--- src/rtl/axi2mem_tcdm_synch_fork.sv ---
// Forks one upstream synch event (with ID) into two independent per-branch queues (0 = read, 1 = write).
// Optional macro AXI2MEM_SYNCH_FORK_BYPASS_EN enables same-cycle fall-through into empty branches.
module axi2mem_tcdm_synch_fork #(
    parameter int ID_WIDTH = 6,
    parameter int DEPTH    = 2
) (
    input  logic                     clk_i,
    input  logic                     rst_ni,
    input  logic                     test_en_i,
    input  logic                     synch_req_i,
    input  logic [ID_WIDTH-1:0]      synch_id_i,
    output logic                     synch_gnt_o,
    output logic [1:0]               synch_req_o,
    output logic [1:0][ID_WIDTH-1:0] synch_id_o,
    input  logic [1:0]               synch_gnt_i
);

    localparam int CW = $clog2(DEPTH + 1);
    localparam int PW = (DEPTH > 1) ? $clog2(DEPTH) : 1;
    localparam logic [CW-1:0] CNT_FULL = CW'(DEPTH);
    localparam logic [PW-1:0] PTR_LAST = PW'(DEPTH - 1);

    // Handshakes: a transfer happens on a cycle where req and gnt are both high.
    // Upstream gnt depends only on req and registered fill state, never on the
    // branch gnts, so a branch popping out of a full queue frees room only for
    // the following cycle. Branch gnt is ignored while that branch's req is low.
    logic [1:0] w_full;
    logic [1:0] w_empty;
    logic       w_push;
    logic       w_unused_test_en;

    assign w_unused_test_en = test_en_i;
    assign w_push           = synch_req_i & ~w_full[0] & ~w_full[1];
    assign synch_gnt_o      = w_push;

    for (genvar g = 0; g < 2; g++) begin : g_branch
        logic [ID_WIDTH-1:0] r_buf [DEPTH];
        logic [PW-1:0]       r_rptr;
        logic [PW-1:0]       r_wptr;
        logic [CW-1:0]       r_cnt;
        logic                w_write;
        logic                w_pop;

        assign w_full[g]  = (r_cnt == CNT_FULL);
        assign w_empty[g] = (r_cnt == '0);

`ifdef AXI2MEM_SYNCH_FORK_BYPASS_EN
        logic w_bypass;
        assign w_bypass       = w_push & w_empty[g];
        assign synch_req_o[g] = ~w_empty[g] | w_bypass;
        assign synch_id_o[g]  = w_bypass ? synch_id_i : r_buf[r_rptr];
        // A bypassed event taken by the consumer right away never enters the queue.
        assign w_write        = w_push & ~(w_bypass & synch_gnt_i[g]);
        assign w_pop          = ~w_empty[g] & synch_gnt_i[g];
`else
        assign synch_req_o[g] = ~w_empty[g];
        assign synch_id_o[g]  = r_buf[r_rptr];
        assign w_write        = w_push;
        assign w_pop          = ~w_empty[g] & synch_gnt_i[g];
`endif

        always_ff @(posedge clk_i or negedge rst_ni) begin
            if (!rst_ni) begin
                r_rptr <= '0;
                r_wptr <= '0;
                r_cnt  <= '0;
                for (int k = 0; k < DEPTH; k++) begin
                    r_buf[k] <= '0;
                end
            end else begin
                if (w_write) begin
                    r_buf[r_wptr] <= synch_id_i;
                    r_wptr        <= (r_wptr == PTR_LAST) ? '0 : r_wptr + PW'(1);
                end
                if (w_pop) begin
                    r_rptr <= (r_rptr == PTR_LAST) ? '0 : r_rptr + PW'(1);
                end
                case ({w_write, w_pop})
                    2'b10:   r_cnt <= r_cnt + CW'(1);
                    2'b01:   r_cnt <= r_cnt - CW'(1);
                    default: r_cnt <= r_cnt;
                endcase
            end
        end
    end

endmodule

--- config.mk ---
export PLATFORM = sky130hd
export DESIGN_NAME = axi2mem_tcdm_synch_fork
export DESIGN_NICKNAME = d
export VERILOG_FILES = /design/src/rtl/axi2mem_tcdm_synch_fork.sv
export SDC_FILE = /design/constraint.sdc
export NUM_CORES = 1
export LEC_CHECK = 0
export ABC_AREA = 1
export BUFFER_PORTS_ARGS = -buffer_cell sky130_fd_sc_hd__buf_2
export CORE_ASPECT_RATIO = 1.25
export CORE_UTILIZATION = 59
export DETAILED_ROUTE_END_ITERATION = 7
export GPL_ROUTABILITY_DRIVEN = 0
export PLACE_DENSITY = 0.84
export SYNTH_ARGS = -nofsm -noshare
export SYNTH_HDL_FRONTEND = slang
export SYNTH_SLANG_ARGS = --single-unit
export TNS_END_PERCENT = 5
--- constraint.sdc ---
create_clock -name clk_i -period 3.25 [get_ports clk_i]
set_clock_uncertainty 0.1 [all_clocks]
set_input_delay 0.325 -clock clk_i [delete_from_list [all_inputs] [get_ports clk_i]]
set_output_delay 0.325 -clock clk_i [all_outputs]
set_load 0.05 [all_outputs]
-- Word-level counts from Yosys, hierarchy flattened
Index checks and enable logic that the tools add are counted.
- eq/ne operators: 6
- order comparisons: 6
- multiplexer cells: 18
- bitwise gates (word level): 12
- reduce and logical (&&, ||, !) cells: 6
- add/subtract/negate cells: 8
- operators with widths (operator ; number):
    2-to-1 mux 6 bit ; 8
    bitwise mux 12 bit ; 2
    demux 6 bit (select 1 bit) ; 2
    equality test 2 bit, second input constant ; 4
    >= comparator 2 bit, second input constant ; 4
    inverter 1 -> 2 bit ; 4
    case mux 2 bit (2 select lines) ; 2
    adder 1 bit, second input constant ; 4
    adder 2 x 1 -> 2 bit, second input constant ; 2
    AND 1 bit ; 4
    equality test 2 x 1 -> 1 bit, second input constant ; 2
    zero test 2 bit ; 2
    < comparator 2 x 1 -> 1 bit, second input constant ; 2
    2-to-1 mux 1 bit ; 4
    inverter 1 bit ; 4
    nonzero test 2 bit ; 2
    subtractor 2 x 1 -> 2 bit, second input constant ; 2
    logical AND 1 bit ; 2
- flip-flop bits (word level): 32
- output and inout port bits: 15
- bits of input ports: 12

-- Logic depth before layout (Yosys ltp)
- depth after elaboration: 6
- gate-level depth with buffers: 9
- mapped depth without buffers: 9

-- Worst setup path after synthesis
No wires, ideal clock.
- path type: register to register
- start point: reg g_branch[1].r_cnt[0]
- end point: reg g_branch[1].r_cnt[1]
- path buffers: 0
- arrival time: 1.660 ns
- slack: 1.367 ns
- period minus slack after synthesis: 1.883 ns
- cell stages (with the launch flop): 9
- data required time: 3.027 ns
- cell sequence: dfrtp_1 > inv_1 > nand2_1 > nand2_1 > inv_1 > ha_1 > inv_1 > nand3_1 > xor2_1
- word-level cells in the longest chain between the ends: 5
- elaborated cells between the ends (all ways): 12
- those cells by class: add/sub (2); eq/ne (3); mux (1); bitwise (4); reduce/logical (2)
- ends and longest elaborated chain (item ; RTL line ; RTL):
    from (decl) ; 40 ; logic [CW-1:0] r_cnt;
    from (signal assigned) ; 79 ; 2'b10: r_cnt <= r_cnt + CW'(1);
    from (signal assigned) ; 80 ; 2'b01: r_cnt <= r_cnt - CW'(1);
    from (signal assigned) ; 81 ; default: r_cnt <= r_cnt;
    zero test 2 bit * ; 45 ; assign w_empty[g] = (r_cnt == '0);
    inverter 1 bit * ; n/a ;
    net synch_req_o[1] ; 13 ; output logic [1:0] synch_req_o,
    AND 1 bit * ; 59 ; assign w_pop = ~w_empty[g] & synch_gnt_i[g];
    net g_branch[1].w_pop ; 42 ; logic w_pop;
    equality test 2 x 1 -> 1 bit or equality test 2 bit (tied branches) ; 78 ; case ({w_write, w_pop})
    case mux 2 bit (2 select lines) or nonzero test 2 bit (tied branches) ; n/a ;
The timed path passes the listed nets; every way through them passes the cells marked *.
A chain may end at the register's enable or synchronous reset.

-- Worst setup path after layout
- start point: reg g_branch[1].r_cnt[0]
- end point: out synch_gnt_o
- word-level cells in the longest chain between the ends: 3
- ends and longest elaborated chain (item ; RTL line ; RTL):
    equality test 2 bit ; 44 ; assign w_full[g] = (r_cnt == CNT_FULL);
    inverter 1 bit ; 33 ; assign w_push = synch_req_i & ~w_full[0] & ~w_full[1];
    AND 1 bit ; 33 ;
    to (decl) ; 12 ; output logic synch_gnt_o,
Every way passes these cells.

==> impl_metrics.tcl <==
set metrics [dict create \
    outcome "finished, final reports clean" \
    gr-usage-all-layers_pct 29.8 \
    hold_violations 0 \
    portBuffers 25 \
    dr.pass1.iters 4 \
    synth.yosys.warnings 0 \
    wirelength_um 3560 \
    drv_slew 0 \
    setup_viol 0 \
    synth_edf_count 0 \
    critPathLaunch "g_branch[1].r_cnt[0]" \
    nets 234 \
    finalSetupTns_ns 0 \
    async_flop_share_pct 100 \
    antennaDiodeCount 0 \
    cap_violations 0 \
    synth.net_count 207 \
    cts_buffer_depth 2 \
    dr_total_vias 1407 \
    grt_pass1_wl_um 5820 \
    viasPerCell 5.54 \
    synth.most_common_cell "nand2_1" \
    detail-route-antenna-nets 0 \
    area_delta_synth_final_pct 13.2 \
    cts_resized 0 \
    post-dp-hpwl_um 2500 \
    antenna_found_initial 0 \
    rows 20 \
    cts_inserted_buffers 5 \
    timing.rr.start "g_branch[1].r_cnt[0]" \
    htree_levels 2 \
    worst-slew-pin-transition_ns 0.700 \
    crit_type "flop to primary output" \
    worstSetupEndpointType "primary output" \
    path_clk_slew_ns 0.09 \
    period_share_pct 75.3 \
    synth_seq_cells 32 \
    gr-total-overflow 0 \
    worstPathMaxFanout 25 \
    cp.required_ns 2.82 \
    start_util_pct 63.2 \
    cts_setup_buffers 0 \
    ys.flop_type "dfrtp_1" \
    worstSkewPairLatency_ns 0.35 \
    grt_start_max_net_pins 33 \
    start_kind "flop" \
    critPathArrivalTime_ns 2.02 \
    max_clock_freq_mhz 409 \
    netlist_top_cells_area "dfrtp_1 52%, nand2_1 24%, nand4_1 11%, inv_1 3.9%, xor2_1 2.3%" \
    yosysSeqAreaShare_pct 51.7 \
    dieArea_um2 2840 \
    cts_tree "yes" \
    min_period_ns 2.45 \
    yosys-top-cells-count "99 x nand2_1, 32 x dfrtp_1, 28 x nand4_1, 16 x inv_1" \
    synth.largest_area_cell "dfrtp_1" \
    slew_headroom_pct 53.3 \
    yosysUniqueCellTypes 12 \
    grt_pass1_vias 1327 \
    cts_sinks 32 \
    num_io_pins 27 \
    synth.top_cell.area_share_pct 51.7 \
    hold_start "synch_gnt_i[1]" \
    syn_area_per_cell_um2 8.03 \
    fp.dieH_um 59.3 \
    netlist_area_um2 1550 \
    wire_per_inst_um 14.0 \
    die_width_um 47.8 \
    grt_setup_unrepaired "no" \
    hold_class "input port to flop" \
    drt_iter0_markers 47 \
    netlist_instances 193 \
    core_area_um2 2450 \
    cts_root_buf "clkbuf_4" \
    drive_gt1_share_pct 14.9 \
    drc 0 \
]
==> through the flow <==
step | util, % | area [um^2] | hold WS (ns) | worst slack [ns] | cells
floorplan | - | 1550 | -0.0706 | 1.37 | 193
global placement | 68.7 | 1690 | 0.294 | 1.15 | 245
detailed placement | 68.7 | 1690 | 0.309 | 1.04 | 245
CTS | 71.5 | 1750 | 0.156 | 0.821 | 254
global route | 71.5 | 1750 | 0.171 | 0.620 | 254
finish | 71.5 | 1750 | 0.154 | 0.804 | 254
==> layout make-up <==
cell class,count,area [um^2]
Multi-Input combinational cell,138,651
Fill cell,223,698
Timing Repair Buffer,27,143
Clock buffer,8,58.8
Sequential cell,32,801
Tap cell,33,41.3
Inverter,16,60.1
==> sequential cells by signal (all words and copies together) (netlist names) <==
name             count
g_branch.r_cnt       4
g_branch.r_rptr      2
g_branch.r_buf      24
g_branch.r_wptr      2
==> layout by cell type (no fill, tap or decap) <==
cell type      Yosys  layout
clkbuf_4           0       5
xor2_1             4       4
nand2_1           99      99
xnor2_1            2       2
a21oi_4            1       1
clkbuf_1           1       2
inv_1             16      16
nand4_1           28      28
nand3_1            2       2
dlygate4sd3_1      0       1
clkbuf_8           0       1
ha_1               2       2
buf_2              4      25
buf_4              2       1
dfrtp_1           32      32
==> cell families after synthesis <==
logic type | synth area share, %
and+or+nand+nor | 35.9
DFF | 51.7
buffers and inverters | 6.38
xor gates and xnor gates | 3.39
adders and majority gates | 1.61
AOI/OAI and AO/OA | 1.05
==> worst paths after layout <==
check | depth (start not counted) | slack, ns | end
max reg2reg | 7 | 1.04 | g_branch[0].r_cnt[1]
min | 3 | 0.15 | g_branch[1].r_rptr
min in group asynchronous | 2 | 0.46 | g_branch[1].r_buf[11]
max in group asynchronous | 2 | 2.14 | g_branch[1].r_buf[7]
max | 5 | 0.80 | synch_gnt_o
min reg2reg | 2 | 0.38 | g_branch[1].r_buf[5]
==> critical path, stage by stage (launching register included) <==
cell and delay [ns]:
dfrtp_1 0.39, inv_1 0.12, a21oi_4 0.51, nand2_1 0.28, inv_1 0.11, buf_2 0.26
==> routing by layer <==
metal | wire length, um | global-route usage, % | share of wire (%) | vias up
met3 | 216 | 7.32 | 6.1 | 10
met5 | 0 | 0 | 0 | -
met1 | 1440 | 35.1 | 40 | 670
li1 | - | - | - | 675
met2 | 1830 | 49.6 | 51 | 52
met4 | 76 | 13.1 | 2.1 | 0
==> timing repair <==
| action | CTS | global route |
|---|---|---|
| hold endpoints to repair | 32 | 0 |
| hold buffers | 1 | 0 |
| setup endpoints to repair | 0 | 0 |
Power is not shown: default switching activity piles up to over one toggle a cycle in this logic, so the estimate is an artifact.
